## config.mk

```make
export PLATFORM = sky130hd
export DESIGN_NAME = fp_split_seq_flat
export DESIGN_NICKNAME = d
export VERILOG_FILES = /design/src/rtl/fp_split_seq_if.sv /design/src/rtl/fp_split_seq.sv /design/src/flat_wrapper.sv
export SDC_FILE = /design/constraint.sdc
export NUM_CORES = 1
export LEC_CHECK = 0
export BUFFER_PORTS_ARGS = -buffer_cell sky130_fd_sc_hd__buf_2
export CAP_MARGIN = 20
export CORE_MARGIN = 3
export CORE_UTILIZATION = 30
export CTS_CLUSTER_DIAMETER = 100
export DETAILED_ROUTE_END_ITERATION = 16
export PLACE_DENSITY = 0.62
export SLEW_MARGIN = 5
export SYNTH_ARGS = -nofsm -noshare
export SYNTH_HDL_FRONTEND = slang
export SYNTH_SLANG_ARGS = --single-unit
```

## constraint.sdc

```tcl
create_clock -name clk -period 1.8 [get_ports clk]
set_input_delay 0.18 -clock clk [delete_from_list [all_inputs] [get_ports clk]]
set_output_delay 0.18 -clock clk [all_outputs]
set_load 0.005 [all_outputs]
```

## src/rtl/fp_split_seq_if.sv

```systemverilog
// fp_split_seq_if: operand/result handshake bundle for fp_split_seq.
interface fp_split_seq_if #(
    parameter int FRAC_W = 10,
    parameter int EXP_W  = 8,
    parameter int INT_W  = 4
);
    logic              in_valid;
    logic              in_ready;
    logic [31:0]       in_data;
    logic              out_valid;
    logic              out_ready;
    logic              sign_out;
    logic [INT_W-1:0]  int_part;
    logic [FRAC_W-1:0] frac_part;
    logic [EXP_W-1:0]  exp_mag;
    logic              exp_sign;
    logic              is_zero;
    logic              is_inf;
    logic              is_nan;
    logic              exp_sat;
    modport master (
        output in_valid, in_data, out_ready,
        input  in_ready, out_valid, sign_out, int_part, frac_part, exp_mag,
               exp_sign, is_zero, is_inf, is_nan, exp_sat
    );
    modport slave (
        input  in_valid, in_data, out_ready,
        output in_ready, out_valid, sign_out, int_part, frac_part, exp_mag,
               exp_sign, is_zero, is_inf, is_nan, exp_sat
    );
endinterface

```

## src/rtl/fp_split_seq.sv

```systemverilog
// fp_split_seq: sequential IEEE-754 single splitter (sign, int digit, fraction, sign-magnitude exponent).
// Define ROUND_NEAREST_EN for round-to-nearest-even; default truncates the fraction.
module fp_split_seq #(
    parameter int FRAC_W = 10,
    parameter int EXP_W  = 8,
    parameter int INT_W  = 4
) (
    input logic          clk,
    input logic          rst_n,
    fp_split_seq_if.slave bus
);
    typedef enum logic [1:0] {IDLE, NORM, ROUND, DONE} state_t;
    localparam logic [8:0] MAX_MAG = 9'((1 << EXP_W) - 1);
    state_t            state, state_nx;
    logic [23:0]       mant;
    logic signed [8:0] exp_r;
    logic              sign_r, zero_r, inf_r, nan_r;
    logic [7:0]        e;
    logic [22:0]       m;
    logic              accept, special, up, carry, sat;
    logic [FRAC_W-1:0] frac_t;
    logic [FRAC_W:0]   frac_sum;
    logic signed [8:0] exp_fin;
    logic [8:0]        mag;
    assign e        = bus.in_data[30:23];
    assign m        = bus.in_data[22:0];
    assign bus.in_ready = state == IDLE;
    assign accept   = bus.in_valid & bus.in_ready;
    assign special  = zero_r | inf_r | nan_r;
    assign frac_t   = mant[22 -: FRAC_W];
`ifdef ROUND_NEAREST_EN
    // guard is the first dropped bit, sticky the OR of everything below it
    localparam logic [22:0] LOW_M    = (23'd1 << (23 - FRAC_W)) - 23'd1;
    localparam logic [22:0] STICKY_M = LOW_M >> 1;
    localparam logic [22:0] GUARD_M  = LOW_M ^ STICKY_M;
    assign up = |(mant[22:0] & GUARD_M) & (|(mant[22:0] & STICKY_M) | frac_t[0]);
`else
    assign up = 1'b0;
`endif
    assign frac_sum = {1'b0, frac_t} + (FRAC_W + 1)'(up);
    assign carry    = frac_sum[FRAC_W];
    assign exp_fin  = exp_r + $signed({8'd0, carry});
    assign mag      = exp_fin[8] ? 9'(-exp_fin) : 9'(exp_fin);
    assign sat      = mag > MAX_MAG;
    always_ff @(posedge clk or negedge rst_n)
        if (!rst_n) state <= IDLE;
        else        state <= state_nx;
    always_comb begin
        state_nx = state;
        case (state)
            IDLE:  if (accept) state_nx = (e == 8'd0 && m != 23'd0) ? NORM : ROUND;
            NORM:  if (mant[22]) state_nx = ROUND;
            ROUND: state_nx = DONE;
            DONE:  if (bus.out_ready) state_nx = IDLE;
        endcase
    end
    always_ff @(posedge clk or negedge rst_n) begin
        if (!rst_n) begin
            mant          <= '0;
            exp_r         <= '0;
            sign_r        <= 1'b0;
            zero_r        <= 1'b0;
            inf_r         <= 1'b0;
            nan_r         <= 1'b0;
            bus.out_valid <= 1'b0;
            bus.sign_out  <= 1'b0;
            bus.int_part  <= '0;
            bus.frac_part <= '0;
            bus.exp_mag   <= '0;
            bus.exp_sign  <= 1'b0;
            bus.is_zero   <= 1'b0;
            bus.is_inf    <= 1'b0;
            bus.is_nan    <= 1'b0;
            bus.exp_sat   <= 1'b0;
        end else begin
            if (accept) begin
                mant   <= {e != 8'd0, m};
                exp_r  <= e == 8'd0 ? -9'sd126 : $signed({1'b0, e}) - 9'sd127;
                sign_r <= bus.in_data[31];
                zero_r <= e == 8'd0 && m == 23'd0;
                inf_r  <= e == 8'hFF && m == 23'd0;
                nan_r  <= e == 8'hFF && m != 23'd0;
            end
            if (state == NORM) begin
                mant  <= mant << 1;
                exp_r <= exp_r - 9'sd1;
            end
            if (state == ROUND) begin
                bus.out_valid <= 1'b1;
                bus.sign_out  <= sign_r;
                bus.int_part  <= special ? '0 : INT_W'(1);
                bus.frac_part <= special ? '0 : frac_sum[FRAC_W-1:0];
                bus.exp_mag   <= special ? '0 : sat ? '1 : mag[EXP_W-1:0];
                bus.exp_sign  <= !special & exp_fin[8];
                bus.exp_sat   <= !special & sat;
                bus.is_zero   <= zero_r;
                bus.is_inf    <= inf_r;
                bus.is_nan    <= nan_r;
            end
            if (state == DONE && bus.out_ready) bus.out_valid <= 1'b0;
        end
    end
endmodule
```

## src/flat_wrapper.sv

```systemverilog
// flat-port wrapper written by rule: the top's interface ports become plain ports
module fp_split_seq_flat 
#(
    parameter int FRAC_W = 10,
    parameter int EXP_W  = 8,
    parameter int INT_W  = 4
)
  (clk, rst_n, bus_in_valid, bus_in_data, bus_out_ready, bus_in_ready, bus_out_valid, bus_sign_out, bus_int_part, bus_frac_part, bus_exp_mag, bus_exp_sign, bus_is_zero, bus_is_inf, bus_is_nan, bus_exp_sat);
  fp_split_seq_if #(.FRAC_W(FRAC_W), .EXP_W(EXP_W), .INT_W(INT_W)) bus_i ();
  input logic clk;
  input logic rst_n;
  input wire logic [$bits(bus_i.in_valid)-1:0] bus_in_valid;
  input wire logic [$bits(bus_i.in_data)-1:0] bus_in_data;
  input wire logic [$bits(bus_i.out_ready)-1:0] bus_out_ready;
  output wire logic [$bits(bus_i.in_ready)-1:0] bus_in_ready;
  output wire logic [$bits(bus_i.out_valid)-1:0] bus_out_valid;
  output wire logic [$bits(bus_i.sign_out)-1:0] bus_sign_out;
  output wire logic [$bits(bus_i.int_part)-1:0] bus_int_part;
  output wire logic [$bits(bus_i.frac_part)-1:0] bus_frac_part;
  output wire logic [$bits(bus_i.exp_mag)-1:0] bus_exp_mag;
  output wire logic [$bits(bus_i.exp_sign)-1:0] bus_exp_sign;
  output wire logic [$bits(bus_i.is_zero)-1:0] bus_is_zero;
  output wire logic [$bits(bus_i.is_inf)-1:0] bus_is_inf;
  output wire logic [$bits(bus_i.is_nan)-1:0] bus_is_nan;
  output wire logic [$bits(bus_i.exp_sat)-1:0] bus_exp_sat;
  assign bus_i.in_valid = bus_in_valid;
  assign bus_i.in_data = bus_in_data;
  assign bus_i.out_ready = bus_out_ready;
  assign bus_in_ready = bus_i.in_ready;
  assign bus_out_valid = bus_i.out_valid;
  assign bus_sign_out = bus_i.sign_out;
  assign bus_int_part = bus_i.int_part;
  assign bus_frac_part = bus_i.frac_part;
  assign bus_exp_mag = bus_i.exp_mag;
  assign bus_exp_sign = bus_i.exp_sign;
  assign bus_is_zero = bus_i.is_zero;
  assign bus_is_inf = bus_i.is_inf;
  assign bus_is_nan = bus_i.is_nan;
  assign bus_exp_sat = bus_i.exp_sat;
  fp_split_seq #(.FRAC_W(FRAC_W), .EXP_W(EXP_W), .INT_W(INT_W)) u_core (.clk(clk), .rst_n(rst_n), .bus(bus_i));
endmodule
```

==> flow_summary.json, run 1 <==
{
  "regArea_sq_um": 1600,
  "post_synth_main_area_contributors": "dfrtp_1, mux2i_1, o21ai_0",
  "grt_pass1_wl_um": 13300,
  "place_congestion": 0.845,
  "status": "finished, final reports clean",
  "numPortBuffers": 62,
  "min-delay-start": "bus_out_ready",
  "pre_cts_slack_ns": 0.0774,
  "setup.worst_path.start_class": "flip-flop",
  "rsz0062_at_grt": "false",
  "ios": 66,
  "cap_violations": 0,
  "r2r_slack_ns": 0.08,
  "cts_sinks": 64,
  "fin_crit_ns": 1.72,
  "fmax_mhz": 583,
  "die_area_sq_um": 12200,
  "drive_above_1_share_pct": 30.4,
  "antenna_found_initial": 0,
  "yosysSeqAreaShare_pct": 49.1,
  "r2r_end": "u_core.state[1]",
  "clk_latency_ns": 0.34,
  "hold_class": "in -> reg",
  "ir_worst_vdd_v": 0.000523,
  "grt.met1_usage_pct": 20.2,
  "postRouteAntennaNets": 0,
  "fin_ws_ns": 0.0835,
  "synth_flop_cell": "dfrtp_1",
  "critPathSlowestCell": "dfrtp_1",
  "worst_pin_slew_ns": 0.604,
  "required_ns": 2.05,
  "cts_setup_buffers": 0,
  "hold_violations": 0,
  "multi_input_area_sq_um": 1530,
  "place_inst": 523,
  "cts_tree": "built",
  "p_per_area_nw_per_um2": 1580,
  "track_usage_pct": 14.1,
  "synth_warnings": 0,
  "place_hpwl_um": 5920,
  "design_area_sq_um": 4080,
  "syn_inst": 322,
  "root_buffer": "clkbuf_8",
  "dpl-instance-area_sq_um": 3870,
  "crit_path_end_kind": "flip-flop",
  "dr.pass1.iters": 4,
  "drc": 0,
  "ys_types": 50,
  "wl_per_cell_um": 15.1,
  "grt_pass1_vias": 2616,
  "min_to": "u_core.bus.out_valid",
  "grt_max_degree": 46,
  "hold_slack_ns": 0.0341,
  "min_period_over_period_pct": 95.4,
  "synth_edf_count": 0,
  "skew_ns": 0.0174,
  "synth_area_sq_um": 3260,
  "netlist.area_leader.share_pct": 49.1,
  "grt-busiest-layer": "met2",
  "worstSetupPathType": "reg -> reg",
  "final_cell_count_no_fill": 540,
  "drt-total-wl_um": 8140,
  "clk_pin_slew_ns": 0.08,
  "area_delta_synth_final_pct": 25.0,
  "antennaDiodeCount": 0,
  "finalSetupViolCount": 0,
  "cp_max_fo": 4,
  "core_sq_um": 10500,
  "drv_slew": 0,
  "whs_path_depth": 2,
  "ys_seq_elements": 64,
  "numCtsBuffers": 9,
  "drt-initial-drc-count": 111,
  "synth_top_area_cell": "dfrtp_1",
  "synth.avg_cell_area_sq_um": 10.1,
  "slowest_delay_ns": 0.40,
  "met3_usage_pct": 3.73,
  "dieWidth_um": 110,
  "grt_use_met2_pct": 20.6,
  "rr_worst_depth": 6,
  "dr_total_vias": 2668,
  "die_h_um": 110,
  "drt-vias-per-instance": 4.94,
  "htree_num_levels": 3,
  "final_common_cell": "dfrtp_1",
  "relSlewSlack_pct": 59.7,
  "final_cell_mix": "dfrtp_1, buf_2, nand2_1, o21ai_0, mux2i_1",
  "num_rows": 37,
  "p_leak_uw": 0.00196,
  "cts_buffer_depth": 2,
  "nFillCells": 1070,
  "critical_path_arrival_ns": 1.96,
  "async_flop_share_pct": 100,
  "timing.rr.start": "u_core.state[0]",
  "nets": 442,
  "path_cells": "inv_2 -> ha_4 -> a222oi_1 -> buf_4 -> mux2_2 -> a41oi_1",
  "grt.overflow.total": 0,
  "initial_core_util_pct": 31.2
}
[cell type report]
type / instances / area share [%]
sequential: 64 / 39.3
multi-input combinational: 222 / 37.6
timing repair buffer: 88 / 13.5
tap: 136 / 4.17
clock buffer: 9 / 3.04
inverter: 14 / 1.29
clock inverter: 7 / 1.17
[state kept, by name (all words and copies together), names as in the netlist]
| name | count |
|---|---|
| u_core.sign_r | 1 |
| u_core.inf_r | 1 |
| u_core.zero_r | 1 |
| u_core.bus.exp_sign | 1 |
| u_core.bus.exp_mag | 8 |
| u_core.nan_r | 1 |
| u_core.bus.exp_sat | 1 |
| u_core.exp_r | 9 |
| u_core.bus.is_inf | 1 |
| u_core.bus.is_zero | 1 |
| u_core.bus.sign_out | 1 |
| u_core.bus.int_part | 1 |
| u_core.state | 2 |
| u_core.mant | 23 |
| u_core.bus.is_nan | 1 |
| u_core.bus.frac_part | 10 |
| u_core.bus.out_valid | 1 |
[cell families after synthesis]
group	share of synthesized area, %
AOI/OAI and AO/OA	17.9
xor gates and xnor gates	1.34
adders and majority gates	2.68
buffers and inverters	5.41
DFF	49.1
muxes	9.13
other	0.115
and+or+nand+nor	14.3
[worst max path at each step]
stage                                 end  cells after the start       startpoint  slack [ns]
after floorplan           u_core.state[1]                      6  u_core.state[0]       -0.06
after global placement    u_core.exp_r[8]                      7  u_core.state[0]        0.05
after detailed placement  u_core.exp_r[8]                      6  u_core.exp_r[0]        0.08
after CTS                 u_core.exp_r[8]                      6  u_core.exp_r[0]        0.06
after global routing      u_core.exp_r[4]                      7  u_core.exp_r[0]       0.007
final                     u_core.state[1]                      6  u_core.state[0]        0.08
[cells in the mapped netlist, drive strengths merged (5+ instances only)]
| cell | n |
|---|---|
| buf | 11 |
| mux2 | 6 |
| inv | 14 |
| nor3 | 5 |
| nand2 | 38 |
| nor4 | 9 |
| nand3 | 10 |
| o2bb2ai | 7 |
| o21ai | 35 |
| a22o | 11 |
| dfrtp | 64 |
| nor2 | 7 |
| ha | 7 |
| a21oi | 13 |
| clkbuf | 13 |
| mux2i | 23 |
[through the flow]
stage | setup TNS (ns) | util [%] | total power, uW
after global placement | 0 | 37.0 | 5260
after detailed placement | 0 | 37.0 | 5340
after CTS | 0 | 38.7 | 6460
after floorplan | -0.0592 | - | 4300
after global routing | 0 | 39.0 | 7000
final | 0 | 39.0 | 6450
[repair_timing]
action | CTS | global route
hold endpoints to repair | 20 | 0
endpoints found under the setup margin | 0 | 10
hold buffers | 1 | 0
gates resized for setup | 0 | 7
[critical path, delay by kind of cell, from the launching register on]
family,cells,cell delay [ns]
AO/OA/AOI/OAI,2,0.48
flip-flops,1,0.40
multiplexers,1,0.32
buffers and inverters,2,0.27
adder cells (fa/ha/maj),1,0.16
[layer usage]
metal,part of all wire [%],vias to the layer above,routed length (um)
met5,0,-,0
met1,48,1263,3920
met3,5.5,10,445
met2,45,78,3640
met4,1.6,0,133
li1,-,1317,-
[power breakdown]
part / leakage [uW] / internal [uW] / switching (uW)
logic: 0.00109 / 1400 / 1430
registers: 0.000787 / 2080 / 449
clock network: 0.0000854 / 499 / 599
No activity file was read; power rests on OpenSTA's default activity.
==> inputs of run 2 (changes only) <==
--- a/config.mk
+++ b/config.mk
@@ -9,6 +9,7 @@
 export CAP_MARGIN = 20
 export CORE_MARGIN = 3
 export CORE_UTILIZATION = 30
+export CTS_BUF_LIST = sky130_fd_sc_hd__clkbuf_4
 export CTS_CLUSTER_DIAMETER = 100
 export DETAILED_ROUTE_END_ITERATION = 16
 export PLACE_DENSITY = 0.62
==> run 2 against run 1 <==
Compared with the run above:
- register-to-register slack is essentially flat
- sequential cell count unchanged
- sequential share of layout area increased by 0.23 points
- non-clock buffer count grew 3
- sequential power about the same
- cell count up 0.74%
- clock skew up 0.0054 ns
- via count up 1.1%
- first-iteration DRC count up 18%
==> flow_summary.json, run 2 (same netlist as run 1, synthesis figures left out) <==
{
  "finalSetupViolCount": 0,
  "slowest_delay_ns": 0.42,
  "cts_tree": "built",
  "drc": 0,
  "path_cells": "inv_2 -> ha_4 -> a222oi_1 -> buf_4 -> mux2_2 -> a41oi_1",
  "cp_max_fo": 4,
  "reg_top3": "u_core.mant (23), u_core.bus.frac_part (10), u_core.exp_r (9)",
  "place_congestion": 0.845,
  "rsz0062_at_grt": "false",
  "skew_ns": 0.0228,
  "antenna_found_initial": 1,
  "numCtsBuffers": 9,
  "postRouteAntennaNets": 0,
  "nFillCells": 1067,
  "worstSetupPathType": "reg -> reg",
  "fmax_mhz": 581,
  "cts_buffer_depth": 2,
  "worst_pin_slew_ns": 0.601,
  "drt-total-wl_um": 8160,
  "final_cell_mix": "dfrtp_1, buf_2, nand2_1, o21ai_0, mux2i_1",
  "root_buffer": "clkbuf_4",
  "grt.overflow.total": 0,
  "required_ns": 2.13,
  "drive_above_1_share_pct": 30.2,
  "relSlewSlack_pct": 59.9,
  "htree_num_levels": 3,
  "die_h_um": 110,
  "cap_violations": 0,
  "status": "finished, final reports clean",
  "power_uw": 6210,
  "num_rows": 37,
  "dpl-instance-area_sq_um": 3870,
  "numPortBuffers": 62,
  "min_period_over_period_pct": 95.7,
  "dr_total_vias": 2697,
  "grt_pass1_wl_um": 13400,
  "die_area_sq_um": 12200,
  "largest_register": "u_core.mant",
  "dr.pass1.iters": 4,
  "wl_per_cell_um": 15.0,
  "fin_crit_ns": 1.72,
  "initial_core_util_pct": 31.2,
  "hold_class": "in -> reg",
  "dieWidth_um": 110,
  "setup.worst_path.start_class": "flip-flop",
  "cts_sinks": 64,
  "crit_path_end_kind": "flip-flop",
  "p_per_area_nw_per_um2": 1530,
  "p_leak_uw": 0.00195,
  "hold_violations": 0,
  "cp.buffers_inverters": 2,
  "nets": 445,
  "track_usage_pct": 14.2,
  "cp_top_family": "compound AO/OA/AOI/OAI gates",
  "ir_worst_vdd_v": 0.000451,
  "drt-initial-drc-count": 131,
  "core_sq_um": 10500,
  "design_area_sq_um": 4050,
  "clk_latency_ns": 0.42,
  "grt_pass1_vias": 2642,
  "drv_slew": 0,
  "drt-vias-per-instance": 4.96,
  "place_hpwl_um": 5920,
  "grt_max_degree": 46,
  "ios": 66,
  "area_delta_synth_final_pct": 24.3,
  "critPathSlowestCell": "dfrtp_1",
  "final_common_cell": "dfrtp_1",
  "critical_path_arrival_ns": 2.06,
  "largest_reg_flops": 23,
  "clk_pin_slew_ns": 0.12
}
run 2: cell count changes in the layout (fill, tap and decap cells not counted):
| cell | before | now |
|---|---|---|
| dlygate4sd3_1 | 1 | 4 |
| o21ai_1 | 0 | 1 |
| o21ai_0 | 35 | 34 |
| clkbuf_8 | 9 | 0 |
| diode_2 | 0 | 1 |
| clkbuf_4 | 0 | 9 |
run 2: through the flow:
stage	TNS (ns)	std cells	utilization, %	hold WS, ns	setup slack [ns]
2_1_floorplan	-0.0592	324	-	-0.116	-0.0592
3_3_place_gp	0	523	37.0	0.228	0.0549
3_5_place_dp	0	523	37.0	0.228	0.0774
4_1_cts	0	543	38.5	0.0534	0.0452
5_1_grt	0	544	38.7	0.0560	0.000939
6_report	0	544	38.7	0.0738	0.0781
run 2: path summary, 6_finish.rpt:
kind,end,slack [ns],from,cells past startpoint
setup / recovery,u_core.state[1],0.08,u_core.state[0],6
hold / removal,u_core.mant[17],0.07,bus_in_data[17],3
max in group asynchronous,u_core.bus.is_nan,0.96,rst_n,3
setup reg to reg,u_core.state[1],0.08,u_core.state[0],6
min in group asynchronous,u_core.mant[15],0.30,rst_n,2
hold reg to reg,u_core.mant[9],0.50,u_core.mant[8],2
run 2: cell type report:
class                      count  area [sq um]  share of cell area (%)
sequential                    64          1600                    39.5
inverter                      14          52.6                    1.30
clock buffer                   9          67.6                    1.67
clock inverter                 7          47.5                    1.17
timing repair buffer          91           579                    14.3
multi-input combinational    222          1530                    37.8
antenna                        1          2.50                  0.0617
tap                          136           170                    4.20
run 2: worst min-delay path, cell delays in order:
cell,delay (ns)
buf_2,0.10
mux2i_1,0.06
o21ai_0,0.12
run 2: routing by layer:
metal,track usage [%],wire length (um),up-vias
met5,0,0,-
met4,4.93,135,0
met3,3.61,463,12
met2,21.0,3670,82
met1,20.2,3900,1281
li1,-,-,1322
run 2: power breakdown:
group	total, uW	switching (uW)	internal (uW)
Sequential	2520	449	2070
Combinational	2840	1440	1400
Clock	852	569	282
run 2: timing repair:
action                                  CTS  global route
endpoints found under the setup margin    0            11
setup buffers                             0             0
hold endpoints to repair                 23             0
hold buffers                              4             0
resized for setup                         0             8
